**src/rtl/riscv16_defs.sv**
```systemverilog
// ---------------------------------------------------------------------------
// riscv16_defs
// Shared definitions for the 16-bit RISC-V multicycle control path.
//   - opcode constants (Instr[15:12])
//   - ALU function codes and PC source select codes
//   - instruction class encoding latched by the stage sequencer at fetch
//   - the per-stage datapath strobe bundle
//   - helpers: opcode -> class decode, class -> final stage number
// ---------------------------------------------------------------------------
package riscv16_defs;

    // Opcodes, Instr[15:12]
    localparam logic [3:0] OP_RTYPE = 4'b0000;
    localparam logic [3:0] OP_ADDI  = 4'b0001;
    localparam logic [3:0] OP_LW    = 4'b0010;
    localparam logic [3:0] OP_SW    = 4'b0011;
    localparam logic [3:0] OP_BEQ   = 4'b0100;
    localparam logic [3:0] OP_JAL   = 4'b0101;
    localparam logic [3:0] OP_HALT  = 4'b1111;

    // ALU function codes
    localparam logic [2:0] ALU_ADD = 3'b000;
    localparam logic [2:0] ALU_SUB = 3'b001;

    // PC source select
    localparam logic [1:0] PCSRC_SEQ    = 2'b00;  // PC + 1
    localparam logic [1:0] PCSRC_BRANCH = 2'b01;  // branch target
    localparam logic [1:0] PCSRC_JUMP   = 2'b10;  // jump target

    // Instruction class held for the lifetime of one instruction.
    // CLS_NOP exists only as the post-reset class; no opcode decodes to it.
    typedef enum logic [3:0] {
        CLS_NOP     = 4'd0,
        CLS_RTYPE   = 4'd1,
        CLS_ADDI    = 4'd2,
        CLS_LW      = 4'd3,
        CLS_SW      = 4'd4,
        CLS_BEQ     = 4'd5,
        CLS_JAL     = 4'd6,
        CLS_HALT    = 4'd7,
        CLS_ILLEGAL = 4'd8
    } instr_class_t;

    // Datapath strobes produced each cycle
    typedef struct packed {
        logic       ir_write;
        logic       pc_write;
        logic [1:0] pc_src;
        logic       alu_src;
        logic [2:0] alu_op;
        logic       mem_read;
        logic       mem_write;
        logic       reg_write;
        logic       mem_to_reg;
    } strobes_t;

    localparam strobes_t STROBES_IDLE = '0;

    // Opcode -> instruction class; anything unlisted is illegal.
    function automatic instr_class_t decode_class(input logic [3:0] opcode);
        instr_class_t cls;
        case (opcode)
            OP_RTYPE: cls = CLS_RTYPE;
            OP_ADDI:  cls = CLS_ADDI;
            OP_LW:    cls = CLS_LW;
            OP_SW:    cls = CLS_SW;
            OP_BEQ:   cls = CLS_BEQ;
            OP_JAL:   cls = CLS_JAL;
            OP_HALT:  cls = CLS_HALT;
            default:  cls = CLS_ILLEGAL;
        endcase
        return cls;
    endfunction

    // Stage count on which each class completes.
    function automatic logic [2:0] last_stage_of(input instr_class_t cls);
        logic [2:0] stage;
        case (cls)
            CLS_RTYPE:   stage = 3'd3;
            CLS_ADDI:    stage = 3'd3;
            CLS_LW:      stage = 3'd4;
            CLS_SW:      stage = 3'd3;
            CLS_BEQ:     stage = 3'd2;
            CLS_JAL:     stage = 3'd2;
            CLS_HALT:    stage = 3'd1;
            CLS_ILLEGAL: stage = 3'd1;
            default:     stage = 3'd0;  // CLS_NOP: fetch-only
        endcase
        return stage;
    endfunction

endpackage

```
**src/rtl/stage_sequencer_decode.sv**
```systemverilog
// ---------------------------------------------------------------------------
// stage_sequencer_decode
// Purely combinational translation of (class, stage count, zero flag) into
// the datapath strobes for that cycle and the "this is the final stage" flag.
//
// Ports:
//   cls        in   latched instruction class
//   funct      in   latched Instr[2:0], ALU function for R-type
//   cnt        in   stage count (0 = fetch)
//   zero       in   ALU zero flag, qualifies the branch PC write
//   strobes    out  datapath strobes for this cycle
//   last_stage out  cnt is the final stage of cls, or the watchdog stage
// ---------------------------------------------------------------------------
module stage_sequencer_decode
    import riscv16_defs::*;
#(
    parameter int LAST_MAX = 7
) (
    input  instr_class_t cls,
    input  logic [2:0]   funct,
    input  logic [2:0]   cnt,
    input  logic         zero,
    output strobes_t     strobes,
    output logic         last_stage
);

    localparam logic [2:0] LAST_MAX_CNT = 3'(LAST_MAX);

    always_comb begin
        strobes    = STROBES_IDLE;
        last_stage = (cnt == last_stage_of(cls)) || (cnt == LAST_MAX_CNT);

        if (cnt == 3'd0) begin
            // Fetch is class-independent, so a stale class from the previous
            // instruction can never leak strobes into this cycle.
            strobes.ir_write = 1'b1;
            strobes.pc_write = 1'b1;
            strobes.pc_src   = PCSRC_SEQ;
        end else if (cnt != LAST_MAX_CNT) begin
            // The watchdog stage is excluded so a runaway count does no writes.
            case (cls)
                CLS_RTYPE, CLS_ADDI: begin
                    if (cnt == 3'd2) begin
                        strobes.alu_op  = (cls == CLS_RTYPE) ? funct : ALU_ADD;
                        strobes.alu_src = (cls == CLS_ADDI);
                    end else if (cnt == 3'd3) begin
                        strobes.reg_write  = 1'b1;
                        strobes.mem_to_reg = 1'b0;
                    end
                end
                CLS_LW: begin
                    if (cnt == 3'd2) begin
                        strobes.alu_op  = ALU_ADD;
                        strobes.alu_src = 1'b1;
                    end else if (cnt == 3'd3) begin
                        strobes.mem_read = 1'b1;
                    end else if (cnt == 3'd4) begin
                        strobes.reg_write  = 1'b1;
                        strobes.mem_to_reg = 1'b1;
                    end
                end
                CLS_SW: begin
                    if (cnt == 3'd2) begin
                        strobes.alu_op  = ALU_ADD;
                        strobes.alu_src = 1'b1;
                    end else if (cnt == 3'd3) begin
                        strobes.mem_write = 1'b1;
                    end
                end
                CLS_BEQ: begin
                    if (cnt == 3'd2) begin
                        strobes.alu_op   = ALU_SUB;
                        strobes.alu_src  = 1'b0;
                        strobes.pc_write = zero;
                        strobes.pc_src   = PCSRC_BRANCH;
                    end
                end
                CLS_JAL: begin
                    if (cnt == 3'd2) begin
                        strobes.reg_write = 1'b1;  // link register
                        strobes.pc_write  = 1'b1;
                        strobes.pc_src    = PCSRC_JUMP;
                    end
                end
                default: begin
                    // NOP, HALT and illegal opcodes produce no writes after fetch
                end
            endcase
        end
    end

endmodule

```
**src/rtl/stage_sequencer.sv**
```systemverilog
// ---------------------------------------------------------------------------
// stage_sequencer
// Multicycle control unit for the 16-bit RISC-V core. Latches the instruction
// class at fetch (Cnt = 0), decodes the stage count into datapath strobes,
// signals the timing generator when the instruction is complete, and keeps
// halt / illegal-opcode / retired-instruction status.
//
// Ports:
//   clk        in   system clock
//   Rst        in   asynchronous active-high reset
//   Cnt[2:0]   in   stage count from the timing generator (0 = fetch)
//   Instr[15:0] in  instruction memory output (opcode [15:12], funct [2:0])
//   Zero       in   ALU zero flag
//   IRWrite, PCWrite, PCSrc[1:0], ALUSrc, ALUOp[2:0], MemRead, MemWrite,
//   RegWrite, MemToReg  out  datapath strobes (combinational)
//   LastStage  out  final stage of the current instruction
//   Halted     out  sticky, HALT executed
//   IllegalOp  out  sticky, undefined opcode seen
//   RetireCnt  out  retired-instruction counter, wraps
// ---------------------------------------------------------------------------
module stage_sequencer
    import riscv16_defs::*;
#(
    parameter int RETIRE_W = 16,
    parameter int LAST_MAX = 7
) (
    input  logic                clk,
    input  logic                Rst,
    input  logic [2:0]          Cnt,
    input  logic [15:0]         Instr,
    input  logic                Zero,
    output logic                IRWrite,
    output logic                PCWrite,
    output logic [1:0]          PCSrc,
    output logic                ALUSrc,
    output logic [2:0]          ALUOp,
    output logic                MemRead,
    output logic                MemWrite,
    output logic                RegWrite,
    output logic                MemToReg,
    output logic                LastStage,
    output logic                Halted,
    output logic                IllegalOp,
    output logic [RETIRE_W-1:0] RetireCnt
);

    instr_class_t        cls_reg;
    logic [2:0]          funct_reg;
    logic                halted_reg;
    logic                illegal_reg;
    logic [RETIRE_W-1:0] retire_cnt_reg;
    logic [RETIRE_W-1:0] retire_cnt_next;

    strobes_t            dec_strobes;
    logic                dec_last_stage;
    strobes_t            strobes;
    logic                last_stage;
    logic                retire_fire;

    // Instr[11:3] carries register/immediate fields used only by the datapath.
    logic                instr_unused;
    assign instr_unused = ^Instr[11:3];

    stage_sequencer_decode #(
        .LAST_MAX (LAST_MAX)
    ) u_decode (
        .cls        (cls_reg),
        .funct      (funct_reg),
        .cnt        (Cnt),
        .zero       (Zero),
        .strobes    (dec_strobes),
        .last_stage (dec_last_stage)
    );

    // Reset kills every strobe immediately, including mid-instruction.
    // Once halted, only LastStage stays high so the timing generator parks
    // at Cnt = 0 without fetching.
    always_comb begin
        strobes    = STROBES_IDLE;
        last_stage = 1'b0;
        if (!Rst) begin
            if (halted_reg) begin
                last_stage = 1'b1;
            end else begin
                strobes    = dec_strobes;
                last_stage = dec_last_stage;
            end
        end
    end

    // The NOP class exists only between reset and the first fetch, so its
    // completion is not a real instruction retiring.
    assign retire_fire     = last_stage && !halted_reg && (cls_reg != CLS_NOP);
    assign retire_cnt_next = retire_cnt_reg + 1'b1;

    always_ff @(posedge clk or posedge Rst) begin
        if (Rst) begin
            cls_reg        <= CLS_NOP;
            funct_reg      <= 3'd0;
            halted_reg     <= 1'b0;
            illegal_reg    <= 1'b0;
            retire_cnt_reg <= '0;
        end else begin
            if (!halted_reg && (Cnt == 3'd0)) begin
                cls_reg   <= decode_class(Instr[15:12]);
                funct_reg <= Instr[2:0];
            end
            if (!halted_reg && (Cnt == 3'd1)) begin
                if (cls_reg == CLS_HALT) begin
                    halted_reg <= 1'b1;
                end
                if (cls_reg == CLS_ILLEGAL) begin
                    illegal_reg <= 1'b1;
                end
            end
            if (retire_fire) begin
                retire_cnt_reg <= retire_cnt_next;
            end
        end
    end

    assign IRWrite   = strobes.ir_write;
    assign PCWrite   = strobes.pc_write;
    assign PCSrc     = strobes.pc_src;
    assign ALUSrc    = strobes.alu_src;
    assign ALUOp     = strobes.alu_op;
    assign MemRead   = strobes.mem_read;
    assign MemWrite  = strobes.mem_write;
    assign RegWrite  = strobes.reg_write;
    assign MemToReg  = strobes.mem_to_reg;
    assign LastStage = last_stage;
    assign Halted    = halted_reg;
    assign IllegalOp = illegal_reg;
    assign RetireCnt = retire_cnt_reg;

endmodule
```
**config.mk**
```make
export PLATFORM = sky130hd
export DESIGN_NAME = stage_sequencer
export DESIGN_NICKNAME = d
export VERILOG_FILES = /design/src/rtl/riscv16_defs.sv /design/src/rtl/stage_sequencer_decode.sv /design/src/rtl/stage_sequencer.sv
export SDC_FILE = /design/constraint.sdc
export NUM_CORES = 1
export LEC_CHECK = 0
export CAP_MARGIN = 30
export CORE_ASPECT_RATIO = 0.7
export CORE_MARGIN = 5
export CORE_UTILIZATION = 30
export DETAILED_ROUTE_END_ITERATION = 8
export DONT_BUFFER_PORTS = 1
export GPL_ROUTABILITY_DRIVEN = 0
export PLACE_DENSITY = 0.44
export SYNTH_ARGS = -nofsm -noshare
export SYNTH_HDL_FRONTEND = slang
export SYNTH_SLANG_ARGS = --single-unit
export TNS_END_PERCENT = 30
```
**constraint.sdc**
```tcl
create_clock -name clk -period 3.1 [get_ports clk]
set_clock_uncertainty 0.2 [all_clocks]
set_input_delay 0.62 -clock clk [delete_from_list [all_inputs] [get_ports clk]]
set_output_delay 0.62 -clock clk [all_outputs]
set_load 0.02 [all_outputs]
```
==> results.md, run 1 <==
- Seq cells post-synth: 25
- Total GRT Usage: between 10% and 20%
- Mapped Cells: ~170
- Syn Area/Cell: around 9.6 um2
- Fmax: 330 MHz
- Worst flop-to-flop path startpoint: cls_reg[0]
- Startpoint Class: flip-flop
- Worst-Skew Late Latency: ~270 ps
- Initial DRT Pass Iterations: 4
- CP arrival: 2210 ps
- Synth area leader: dfrtp_1
- Die width: ~97 um
- N_diodes: 0
- Dpl cells: 238
- Share of layout cells above drive strength 1: 12.8%
- Residual DRC count: 0
- Dominant cells by area after synthesis: dfrtp_1, xnor2_1, ha_1, nor2_1, nand4_1
- Core area: 5170 um2
- Outcome: finished, final reports clean
- CTS tree: done
- Syn nets: between 150 and 200
- Drt wl/cell: roughly 16 um
- Routed WL: a little under 4000 um
- Nets@finish: about 200
- LEAKAGE: 0.728 nW
- Max-Cap Viols: 0
- Post-layout min period: between 3000 and 4000 ps
- Height of the die: slightly above 70 um
- Crit path capture type: output port
- Die area: between 6000 and 7000 um2
- Post-route ant nets: 0
- Via density: 5.14
- Seq/Total Area, Yosys: 39.6%
- Final hold vios: 0
- VDD IR max: between 0.2 and 0.3 mV
- CTS Hold Buffers Added: 0
- Reg area: roughly 630 um2
- Reg clk slew, reported paths: approximately 90 ps
- Worst setup path start: cls_reg[0]
- Max reg flops: 16
- Clock tree root buffer cell: clkbuf_8
- Detail Placement HPWL: roughly 3100 um
- Max H-tree Level: 1
- Slew of the pin with the lowest slew margin: 628 ps
- Core Rows: 22
- TritonCTS Sinks: 25
- Largest net degree at the start of global routing: 26
- Netlist Area Pre-Place: 1580 um2
- Power per cell area: approximately 760 nW/um2
- Layout fillers: roughly 560
- Worst EP required: ~2300 ps
- Multi-input gate area: about 900 um2
- Number of I/O pins: 53
- First-pass GRT wire length: 6630 um
- CP Class: reg2out
- Area fraction of the dominant cell type after synthesis: 39.6%
- Vias in the first global route: 1,292
- Num CTS Buffers: 3
- Synth cell types: 42
- Setup TNS: 0 ps
- Clock buffer depth: 2
- Iter 0 DRT Violations: 45
- IO buf count: 0
- # setup viols final: 0
- Syn-to-layout area delta: 11.2%
- Layout Cells excl Fill: 244
- Initial antenna violation count: 0
- Starting Density: approximately 31%
- Final max-slew violation count: 0
- CP max FO: 5
- Tcrit/Tclk final: a little over nine tenths
- RSZ-0062 raised after global routing: false
- YS warnings: 0
- Total congestion overflow: 0
- Hold Crit Class: in2async
- Vias: 1,255
- Rel. slew slack: between 50% and 60%
final timing paths:
kind	end	slack [ps]	cells after the start
min in group clk	funct_reg[2]	270	1
worst min register to register	funct_reg[2]	290	1
worst min-delay path	RetireCnt[4]	110	2
worst max-delay path	LastStage	70	7
max in group asynchronous	RetireCnt[12]	2340	2
worst max register to register	RetireCnt[1]	400	9
stage by stage:
stage	setup slack [ps]	power, mW	hold WS, ps	area, um2	util [%]
floorplan	390	1.01	249	1580	-
global placement	466	1.11	261	1690	32.7
detailed placement	362	1.13	271	1690	32.7
CTS	45.1	1.34	106	1740	33.7
global route	1.32	1.44	143	1760	34.0
finish	71.1	1.34	106	1760	34.0
kinds of logic after synthesis:
| group | after synthesis | synth area share, % |
|---|---|---|
| flip-flops | 25 | 39.6 |
| adder cells (fa/ha/maj) | 6 | 4.75 |
| AO/OA/AOI/OAI | 26 | 12.4 |
| XOR/XNOR | 17 | 9.42 |
| AND/OR/NAND/NOR | 73 | 25.9 |
| multiplexers | 6 | 4.20 |
| buffers and inverters | 12 | 3.80 |
Yosys cell counts:
cell type,number
a211oi_1,1
a21boi_1,2
a21oi_1,11
nor4bb_1,1
buf_2,3
o211ai_1,1
o22ai_1,1
o311ai_2,1
inv_1,3
o21ai_0,2
nor2b_1,1
xor2_1,1
a41o_1,1
a41oi_1,1
and2_1,3
nor2_1,20
buf_4,1
nor3b_1,6
mux2_2,1
nor4b_1,1
ha_1,6
mux2i_1,1
mux2_1,4
o31ai_1,1
a21o_1,1
nand3_1,7
nand2_1,9
a2bb2oi_4,1
clkbuf_1,3
and3_1,8
nand2b_1,1
nor4_4,1
inv_2,1
a211o_1,1
a2bb2oi_1,1
nor3_1,3
nor4b_2,1
buf_6,1
dfrtp_1,25
or3_1,1
xnor2_1,16
nand4_1,10
cell usage in the layout (no fill, tap or decap), types with 4 or more instances in the layout:
cell type   n
nor3b_1     6
nand4_1    10
ha_1        6
xnor2_1    16
and3_1      8
nor2_1     20
nand2_1     9
buf_4      11
dfrtp_1    25
a21oi_1    11
nand3_1     7
mux2_1      4
area by class of cell:
cell class                      count  share of cell area (%)
Clock inverter                      1                   0.427
Timing Repair Buffer               11                    4.70
Inverter                            4                   0.854
Clock buffer                        3                    2.35
Sequential cell                    25                    35.6
Tap cell                           72                    5.12
Multi-Input combinational cell    128                    51.0
power breakdown:
group / internal, mW / switching (mW) / leakage [nW]
clock network: 0.0911 / 0.109 / 0.0217
logic: 0.256 / 0.321 / 0.385
registers: 0.408 / 0.153 / 0.321
total: 0.755 / 0.583 / 0.728
critical path, stage by stage, from the launching register on:
cell	delay [ps]
dfrtp_1	420
inv_1	80
ha_1	370
nor3_1	200
a211oi_1	100
o311ai_2	390
a2bb2oi_4	160
and2_2	220
per-layer routing:
layer,GRT usage (%),vias up,share of wire [%]
met5,0,-,0
met4,3.43,0,1.2
met3,3.94,4,4.9
met2,17.7,33,43
met1,16.4,610,51
li1,-,608,-
repair_timing:
item | in CTS | in global routing
setup endpoints to repair | 0 | 1
setup buffers | 0 | 2
gates resized for setup | 0 | 1
No activity file was read; power rests on OpenSTA's default activity.
==> run 2: changes to the inputs <==
--- a/config.mk
+++ b/config.mk
@@ -12,7 +12,8 @@
 export DETAILED_ROUTE_END_ITERATION = 8
 export DONT_BUFFER_PORTS = 1
 export GPL_ROUTABILITY_DRIVEN = 0
-export PLACE_DENSITY = 0.44
+export HOLD_SLACK_MARGIN = 0.05
+export PLACE_DENSITY = 0.54
 export SYNTH_ARGS = -nofsm -noshare
 export SYNTH_HDL_FRONTEND = slang
 export SYNTH_SLANG_ARGS = --single-unit
==> run 2 against run 1 <==
Against the previous run: setup slack gained 97 ps; die area is the same; flip-flop and latch count is the same; global-route usage shrank 1.5 points; via count shrank 4.3%; combinational power shrank 7.8%; register-to-register slack gained 130 ps.
==> results.md, run 2 (synthesis results as in run 1) <==
- Power per cell area: about 750 nW/um2
- Setup TNS: 0 ps
- VDD IR max: between 0.2 and 0.25 mV
- Reg clk slew, reported paths: 90 ps
- Total GRT Usage: around 10%
- Num CTS Buffers: 3
- Die width: 96.7 um
- Syn-to-layout area delta: 10.1%
- Vias: between 1,000 and 1,500
- N_diodes: 0
- Reg area: roughly 630 um2
- Clock buffer depth: 2
- Routed WL: 3530 um
- Core area: slightly above 5000 um2
- CTS tree: done
- Die area: slightly below 7000 um2
- Detail Placement HPWL: approximately 2700 um
- Slew of the pin with the lowest slew margin: between 600 and 700 ps
- Outcome: finished, final reports clean
- CP Class: reg2out
- Fmax: between 300 and 400 MHz
- Nets@finish: just under 200
- Max H-tree Level: 1
- Most frequent cells in the layout: dfrtp_1, nor2_1, xnor2_1
- CP max FO: 5
- Hold WS: 98.3 ps
- Post-layout min period: about 2900 ps
- Via density: 4.96
- Vias in the first global route: roughly 1,100
- Initial DRT Pass Iterations: 4
- Height of the die: slightly above 70 um
- Rel. slew slack: around three fifths
- Commonest non-fill, non-tap cell in the layout: dfrtp_1
- TritonCTS Sinks: 25
- Initial antenna violation count: 0
- CP arrival: around 2100 ps
- Post-route ant nets: 0
- CTS Hold Buffers Added: 0
- Worst-Skew Late Latency: about 270 ps
- Clock tree root buffer cell: clkbuf_8
- IO buf count: 0
- # setup viols final: 0
- Tcrit/Tclk final: a little over nine tenths
- Total congestion overflow: 0
- Multi-input gate area: 896 um2
- Share of layout cells above drive strength 1: about an eighth
- First-pass GRT wire length: just under 6000 um
- LEAKAGE: between 0.7 and 0.8 nW
- Starting Density: between 30% and 40%
- Final max-slew violation count: 0
- Startpoint Class: flip-flop
- Final hold vios: 0
- Layout fillers: ~550
- Max reg flops: 16
- Core Rows: 22
- Number of I/O pins: 53
- Largest net degree at the start of global routing: 26
- Iter 0 DRT Violations: between 60 and 70
- RSZ-0062 raised after global routing: false
- Drt wl/cell: 14.6 um
- Residual DRC count: 0
- Crit path capture type: output port
- Max-Cap Viols: 0
- Worst EP required: 2280 ps
- Hold Crit Class: in2async
run 2: cell count changes in the layout (fill, tap and decap cells not counted), sizes merged:
| cell | delta |
|---|---|
| buf | -2 |
| clkinv | +1 |
| clkinvlp | -1 |
run 2: per-stage QoR:
stage	instances	power (mW)	instance area [um2]	util [%]	setup slack, ps
floorplan	165	1.01	1580	-	390
global placement	238	1.12	1690	32.7	421
detailed placement	238	1.12	1690	32.7	398
CTS	242	1.32	1740	33.6	82.5
global route	242	1.42	1740	33.6	18.8
finish	242	1.31	1740	33.6	168
run 2: cell type report:
class / instances / area share (%)
clock buffers: 3 / 2.37
well taps: 72 / 5.18
inverters: 4 / 0.863
repair buffers: 9 / 3.88
flip-flops and latches: 25 / 35.9
multi-input cells: 128 / 51.5
clock inverters: 1 / 0.288
run 2: final timing paths:
path / startpoint / end / slack (ps) / cells after the start
max: cls_reg[0] / LastStage / 170 / 7
min: Rst / RetireCnt[3] / 100 / 2
max reg2reg: cls_reg[0] / RetireCnt[1] / 530 / 9
min reg2reg: funct_reg[0] / funct_reg[0] / 300 / 1
max in group asynchronous: Rst / funct_reg[1] / 2350 / 2
min in group clk: Instr[0] / funct_reg[0] / 280 / 1
run 2: worst max-delay path, cell delays in order, from the launching register on:
cell       delay [ps]
dfrtp_1           430
inv_1              80
ha_1              370
nor3_1            160
a211oi_1           90
o311ai_2          330
a2bb2oi_4         160
and2_2            220
run 2: where the power goes:
group	leakage, nW	total [mW]	switching [mW]	internal [mW]
Clock	0.0255	0.194	0.104	0.0899
Sequential	0.321	0.579	0.172	0.408
Combinational	0.376	0.532	0.291	0.241
run 2: metal layers:
metal  GRT usage [%]  part of all wire (%)  vias to the layer above
met5               0                     0                        -
met4            2.34                  0.79                        0
met3            3.94                   7.8                        2
met2            13.5                    37                       31
met1            15.8                    54                      573
li1                -                     -                      595
run 2: what timing repair did:
item,CTS,global route
gates resized for setup,0,1
setup endpoints to repair,0,1
buffers inserted,0,0
